$ cat src/rtl/pipelined_alu_hs.sv
// Registered WIDTH-bit ALU with valid/ready handshakes on both sides.
// Single-cycle logic/arithmetic ops plus a fixed-latency shift-add multiplier.
module pipelined_alu_hs #(
  parameter int unsigned WIDTH = 8,
  parameter int unsigned CNT_W = $clog2(WIDTH + 1)
) (
  input  logic                 clk,
  input  logic                 rst_n,
  input  logic                 in_valid,
  output logic                 in_ready,
  input  logic [2:0]           op,
  input  logic [WIDTH-1:0]     a,
  input  logic [WIDTH-1:0]     b,
  output logic                 out_valid,
  input  logic                 out_ready,
  output logic [2*WIDTH-1:0]   result,
  output logic                 carry,
  output logic                 greater,
  output logic                 equal,
  output logic                 less,
  output logic                 zero,
  output logic                 illegal
);

  localparam int unsigned RW = 2 * WIDTH;
  localparam int unsigned W1 = WIDTH + 1;

  localparam logic [2:0] OP_ADD = 3'b000;
  localparam logic [2:0] OP_SUB = 3'b001;
  localparam logic [2:0] OP_AND = 3'b011;
  localparam logic [2:0] OP_OR  = 3'b100;
  localparam logic [2:0] OP_XOR = 3'b101;
  localparam logic [2:0] OP_MUL = 3'b110;
  localparam logic [2:0] OP_ILL = 3'b111;

  typedef enum logic [1:0] {S_IDLE, S_BUSY, S_DONE} state_e;

  state_e             state_q;
  logic [RW-1:0]      prod_q;
  logic [WIDTH-1:0]   mcand_q;
  logic [CNT_W-1:0]   cnt_q;
  logic [RW-1:0]      result_q;
  logic               out_valid_q;
  logic               carry_q, greater_q, equal_q, less_q, zero_q, illegal_q;

  logic               fire_c;
  logic [W1-1:0]      add_c, sub_c, mac_c;
  logic [RW-1:0]      sc_res_c, prod_next_c;
  logic               sc_carry_c;

  // A retiring result frees the slot in the same cycle, so no bubble between ops.
  assign in_ready = rst_n && ((state_q == S_IDLE) || ((state_q == S_DONE) && out_ready));
  assign fire_c   = in_valid && in_ready;

  // Single-cycle results and one shift-add multiplier step.
  always_comb begin
    add_c      = {1'b0, a} + {1'b0, b};
    sub_c      = {1'b0, a} + {1'b0, ~b} + W1'(1);
    sc_res_c   = '0;
    sc_carry_c = 1'b0;
    case (op)
      OP_ADD: begin
        sc_res_c   = RW'(add_c[WIDTH-1:0]);
        sc_carry_c = add_c[WIDTH];
      end
      OP_SUB: begin
        sc_res_c   = RW'(sub_c[WIDTH-1:0]);
        sc_carry_c = sub_c[WIDTH];
      end
      OP_AND:  sc_res_c = RW'(a & b);
      OP_OR:   sc_res_c = RW'(a | b);
      OP_XOR:  sc_res_c = RW'(a ^ b);
      default: sc_res_c = '0;
    endcase
    mac_c       = {1'b0, prod_q[RW-1:WIDTH]} + (prod_q[0] ? {1'b0, mcand_q} : W1'(0));
    prod_next_c = {mac_c, prod_q[WIDTH-1:1]};
  end

  always_ff @(posedge clk or negedge rst_n) begin
    if (!rst_n) begin
      state_q     <= S_IDLE;
      prod_q      <= '0;
      mcand_q     <= '0;
      cnt_q       <= '0;
      result_q    <= '0;
      out_valid_q <= 1'b0;
      carry_q     <= 1'b0;
      greater_q   <= 1'b0;
      equal_q     <= 1'b0;
      less_q      <= 1'b0;
      zero_q      <= 1'b0;
      illegal_q   <= 1'b0;
    end else if (fire_c) begin
      greater_q <= (a > b);
      equal_q   <= (a == b);
      less_q    <= (a < b);
      if (op == OP_MUL) begin
        state_q     <= S_BUSY;
        out_valid_q <= 1'b0;
        prod_q      <= {WIDTH'(0), b};
        mcand_q     <= a;
        cnt_q       <= '0;
        carry_q     <= 1'b0;
        illegal_q   <= 1'b0;
      end else begin
        state_q     <= S_DONE;
        out_valid_q <= 1'b1;
        result_q    <= sc_res_c;
        carry_q     <= sc_carry_c;
        zero_q      <= (sc_res_c == '0);
        illegal_q   <= (op == OP_ILL);
      end
    end else begin
      case (state_q)
        S_BUSY: begin
          prod_q <= prod_next_c;
          cnt_q  <= cnt_q + CNT_W'(1);
          if (cnt_q == CNT_W'(WIDTH - 1)) begin
            state_q     <= S_DONE;
            out_valid_q <= 1'b1;
            result_q    <= prod_next_c;
            zero_q      <= (prod_next_c == '0);
          end
        end
        S_DONE: begin
          if (out_ready) begin
            state_q     <= S_IDLE;
            out_valid_q <= 1'b0;
          end
        end
        default: state_q <= S_IDLE;
      endcase
    end
  end

  assign out_valid = out_valid_q;
  assign result    = result_q;
  assign carry     = carry_q;
  assign greater   = greater_q;
  assign equal     = equal_q;
  assign less      = less_q;
  assign zero      = zero_q;
  assign illegal   = illegal_q;

endmodule
$ cat config.mk
export PLATFORM = sky130hd
export DESIGN_NAME = pipelined_alu_hs
export DESIGN_NICKNAME = d
export VERILOG_FILES = /design/src/rtl/pipelined_alu_hs.sv
export SDC_FILE = /design/constraint.sdc
export NUM_CORES = 1
export LEC_CHECK = 0
export ABC_AREA = 1
export BUFFER_PORTS_ARGS = -buffer_cell sky130_fd_sc_hd__buf_2
export CAP_MARGIN = 0
export CORE_MARGIN = 2
export CORE_UTILIZATION = 61
export CTS_BUF_LIST = sky130_fd_sc_hd__clkbuf_8
export DETAILED_ROUTE_END_ITERATION = 6
export PLACE_DENSITY = 0.85
export SLEW_MARGIN = 20
export SYNTH_ARGS = -nofsm -noshare
export SYNTH_HDL_FRONTEND = slang
export SYNTH_SLANG_ARGS = --single-unit
$ cat constraint.sdc
create_clock -name clk -period 2.7 [get_ports clk]
set_input_delay 0.135 -clock clk [delete_from_list [all_inputs] [get_ports clk]]
set_output_delay 0.135 -clock clk [all_outputs]
set_load 0.005 [all_outputs]
Word-level counts from Yosys, hierarchy flattened:

Index checks and enable logic that the tools add are counted.

* register bits: 53
* input bits: 23
* output and inout bits: 24
* word-level logic and storage cells: 82

* add/sub/neg operators: 5
* magnitude comparators: 2
* equal/unequal tests: 14
* muxes and demuxes: 29
* bitwise logic cells: 4
* reductions and logical operators: 16

Operator list (count)
* 16-bit two-way mux: 7
* 8-bit one-hot mux with 5 select lines: 1
* 16-bit logical NOT: 2
* 8-bit by 8-bit adder with 9-bit output: 3
* 3-bit == test, second input constant: 4
* 4-bit two-way mux: 3
* 1-bit two-way mux: 10
* 9-bit by 1-bit adder with 9-bit output, second input constant: 1
* 8-bit AND: 1
* 8-bit == test: 1
* 8-bit greater-than comparator: 1
* 8-bit < comparator: 1
* 2-bit two-way mux: 4
* 8-bit two-way mux: 1
* 8-bit inverter: 1
* 8-bit OR: 1
* 8-bit bitwise XOR: 1
* 3-bit != test, second input constant: 2
* 2-bit AND reduction: 3
* 3-bit AND reduction: 2
* 4-bit by 1-bit adder with 4-bit output, second input constant: 1
* 4-bit by 3-bit == test with 1-bit output, second input constant: 1
* 1-bit one-hot mux with 2 select lines: 2
* 2-bit one-hot mux with 2 select lines: 1
* 12 further kinds: 15

Longest topological paths before layout:

* depth after elaboration: 7
* mapped depth: 16
* gate-level depth less buffers: 15

Worst setup path after synthesis:

No wires, ideal clock.

* kind: register to register
* from: register prod_q[0]
* to: register zero_q (netlist: zero)
* library setup time: 0.077 ns
* data arrival time: 2.010 ns
* data required time: 2.623 ns
* setup slack: 0.613 ns
* cell stages (with the launch flop): 17
* buffers on the path: 1
* clock period less this slack: 2.087 ns
* cells stage by stage: dfrtp_1 clkbuf_1 nand2_1 inv_1 ha_1 inv_1 fa_1 inv_1 nor2_1 nand3_1 nor2_1 nand3_1 nor2_1 nand3_1 nand2_1 inv_1 a21oi_1

* cells in the longest elaborated chain, start to end: 6

RTL lines
* start: declaration: line 39 `logic [RW-1:0] prod_q;`
* start signal: assignment: line 100 `prod_q <= {WIDTH'(0), b};`
* start signal: assignment: line 116 `prod_q <= prod_next_c;`
* 8-bit two-way mux: line 75 `mac_c = {1'b0, prod_q[RW-1:WIDTH]} + (prod_q[0] ? {1'b0, mcand_q} : W1'(0));`
* 8-bit by 8-bit adder with 9-bit output: line 75
* 16-bit logical NOT: line 122 `zero_q <= (prod_next_c == '0);`
* 1-bit two-way mux: line 118 `if (cnt_q == CNT_W'(WIDTH - 1)) begin`
* 1-bit two-way mux: line 114 `case (state_q)`
* 1-bit two-way mux: line 93 `end else if (fire_c) begin`
* end signal: assignment: line 110 `zero_q <= (sc_res_c == '0);`
* end signal: assignment: line 122
* end: declaration: line 44 `logic carry_q, greater_q, equal_q, less_q, zero_q, illegal_q;`

No other way between the ends. The select of a mux whose other input is x is not followed.
A chain may end at the register's enable or synchronous reset.

Worst setup path in the final report:

Ends and elaborated chain as after synthesis.

==> run metrics <==
status=finished clean; worst stage delay on the critical path=0.48 ns; post-route ant nets=0; DRT Pass-1 Iters=7; Gate power share=42.1%; Cell Count, Final, Fillers Out=652; DP HPWL=7.79 mm; Max Clock Skew=0.0113 ns; Clock power frac=15.9%; Filler cells=538; sw frac=41.4%; worst path cell trace=nand2_1, inv_1, ha_1, inv_1, fa_1, inv_1, nand3_1, nand2_1, xnor2_1, nand3_1, nor2_1, nand3_1, nand2_1, inv_1, a21oi_1; sequential power share=42.0%; Max Buffers Root-to-Sink=2; Syn. warnings=0; layout cell share with drive strength beyond 1=16.3%; remaining global-route overflow=0; number of global-route vias before repair=3,559; FFs w/ async S/R, synth=100%; die width=84.9 um; min cycle time layout=2.25 ns; Clock H-tree levels=2; Max Clk Rate=445 MHz; Setup crit start=prod_q[0]; Data arrival, critical path=2.50 ns; pre-CTS WS=0.517 ns; CP Max Fanout=9; period utilization=83.2%; Worst R2R Start=prod_q[0]; port bufs=46; initial DRC count=328; leakage=2.33 nW; Fin. Hold Viols=0; # DRC=0; clock sink total=53; routability cong.=0.972; Critical Path End Type=register; Final #Nets=633; Worst Slack Setup Final=0.454 ns; post-CTS setup buffer count=0; CTS tree=yes; Avg Inst Size Synth=7.47 um2; Core ar.=6350 um2; largest net degree at the start of global routing=55; register area share after synthesis=33.2%; Req. time, crit path=2.95 ns; synthesis-to-layout area growth=8.05%; Clock Tree Root=clkbuf_8; Synth Cell Area=4000 um2; max cap viols=0; # setup viols final=0; Buf+Inv Stages, Crit Path=4; total negative slack=0 ns; Synth cell types=45; Final Power=3.11 mW; Crit path top cell by count=inv_1; #FFs+latches synth=53; number of flops mapped to enable cells by yosys=0; hold wc startpoint=out_ready; ys flop type=dfrtp_1; n_diodes=0; Starting Density=62.9%; I/O Pins=47; Detailed Route WL=9.96 mm; Tightest Pin Transition=0.672 ns; clock slew at reported path FFs=0.11 ns; Post-Synthesis Cells=535; Core Rows=29; Internal=1.82 mW; switching power=1.29 mW; via count=3,760; first-pass GRT wire length=16.7 mm; Min-Delay Path Class=input pin to register; GRT Total Usage=29.0%; pwr dens=720 nW/um2; post-DR wirelength/cell=15.3 um; DP Cell Count=643; Die H=84.9 um; worst setup path category=register to register; crit start category=register; latest clock arrival within the worst-skew pair=0.32 ns; die area=7210 um2; Worst R2R Setup Slack=0.45 ns; max_slew headroom=55.2%; Mapped Nets=594; CTS buffer count=5; DR vias/cell=5.77; initial antenna violation count=0; Slew Viols, Final=0; CP max-delay cell=dfrtp_1; maximum VDD drop=0.603 mV; CP delay by family, top=simple AND/OR/NAND/NOR gates; RSZ-0062 raised after global routing=false
timing repair:
item | in CTS | in global routing
resized for setup | 0 | 0
hold buffers | 1 | 0
hold endpoints to repair | 42 | 0
area by class of cell:
| cell class | instances | area (um2) | area share [%] |
|---|---|---|---|
| Timing Repair Buffer | 50 | 263 | 6.09 |
| Tap cell | 77 | 96.3 | 2.23 |
| Sequential cell | 53 | 1330 | 30.7 |
| Clock inverter | 2 | 17.5 | 0.406 |
| Inverter | 71 | 277 | 6.41 |
| Clock buffer | 6 | 82.6 | 1.91 |
| Multi-Input combinational cell | 393 | 2250 | 52.2 |
state kept, by name, summed over array words and instances, names as in the netlist, 2 cells and up:
name and cells:
cnt_q 4, mcand_q 8, prod_q 16, result 16
state_q 2
synth_stat cells (2+ instances only):
cell / number / area share (%)
nand2_1: 137 / 13
inv_1: 61 / 5.7
nor2_1: 54 / 5.1
dfrtp_1: 53 / 33
nand3_1: 35 / 4.4
ha_1: 33 / 10
a21oi_1: 25 / 3.1
o21ai_0: 24 / 3.0
nand4_1: 10 / 1.6
o21ai_1: 9 / 1.1
buf_6: 8 / 2.3
o221ai_1: 8 / 1.8
a31oi_1: 7 / 1.1
inv_2: 7 / 0.66
buf_2: 5 / 0.63
nor2_2: 5 / 0.78
clkbuf_1: 4 / 0.38
nand2_2: 4 / 0.63
nor3_4: 4 / 1.6
fa_1: 3 / 1.5
nand3b_1: 3 / 0.56
o22ai_1: 3 / 0.47
or2_2: 3 / 0.47
a22o_1: 2 / 0.44
inv_4: 2 / 0.31
nand2_4: 2 / 0.56
nand3_2: 2 / 0.50
nand3_4: 2 / 0.88
nor3_1: 2 / 0.25
xnor2_1: 2 / 0.44
xor2_1: 2 / 0.44
worst paths after layout:
kind | to | cells past startpoint
worst max register to register | zero | 15
worst max-delay path | zero | 15
min in group asynchronous | result[1] | 3
worst min register to register | result[12] | 2
worst min-delay path | state_q[1] | 4
max in group asynchronous | mcand_q[6] | 3
placed cells by master, fill, tap and decap left out, types with 3 or more instances in the layout:
cell type  synthesis  layout
a21oi_1           25      25
a31oi_1            7       7
buf_2              5      46
buf_4              1       3
clkbuf_8           0       6
dfrtp_1           53      53
fa_1               3       3
ha_1              33      33
inv_1             61      61
inv_2              7       7
nand2_1          137     137
nand2_2            4       4
nand3_1           35      35
nand3b_1           3       3
nand4_1           10      10
nor2_1            54      54
nor2_2             5       5
nor3_4             4       4
o21ai_0           24      24
o21ai_1            9       9
o221ai_1           8       8
o22ai_1            3       3
or2_2              3       3
worst register-to-register path: stages, from the launching register on:
cell and delay, ns:
dfrtp_1 0.48, nand2_1 0.09, inv_1 0.06, ha_1 0.16, inv_1 0.05, fa_1 0.39
inv_1 0.10, nand3_1 0.08, nand2_1 0.13, xnor2_1 0.15, nand3_1 0.10, nor2_1 0.10
nand3_1 0.08, nand2_1 0.07, inv_1 0.04, a21oi_1 0.12
power groups by stage:
stage               Clock [mW]  Sequential, mW  Combinational, mW
floorplan                    0            1.26              0.918
global placement             0            1.30               1.26
detailed placement           0            1.31               1.29
CTS                      0.502            1.30               1.30
global route             0.522            1.34               1.50
finish                   0.493            1.31               1.31
kinds of logic after synthesis:
kind of cell / synth area share, %
AO/OA/AOI/OAI: 12.3
XOR/XNOR: 0.877
adder cells (fa/ha/maj): 11.8
buffers and inverters: 10.4
flip-flops: 33.2
AND/OR/NAND/NOR: 31.4
per-layer routing:
layer	up-vias	share of wire, %	track usage, %
met4	0	2.4	8.95
met1	1739	44	41.9
met5	-	0	0
met3	24	7.7	4.47
li1	1823	-	-
met2	174	46	45.2
stage by stage:
step / cell area [um2] / util (%) / hold slack (ns)
6_report: 4320 / 68.0 / 0.0857
5_1_grt: 4320 / 68.0 / 0.115
4_1_cts: 4320 / 68.0 / 0.0829
3_5_place_dp: 4210 / 66.2 / 0.329
3_3_place_gp: 4210 / 66.2 / 0.311
2_1_floorplan: 4000 / - / -0.161
No activity file was read; power rests on OpenSTA's default activity.
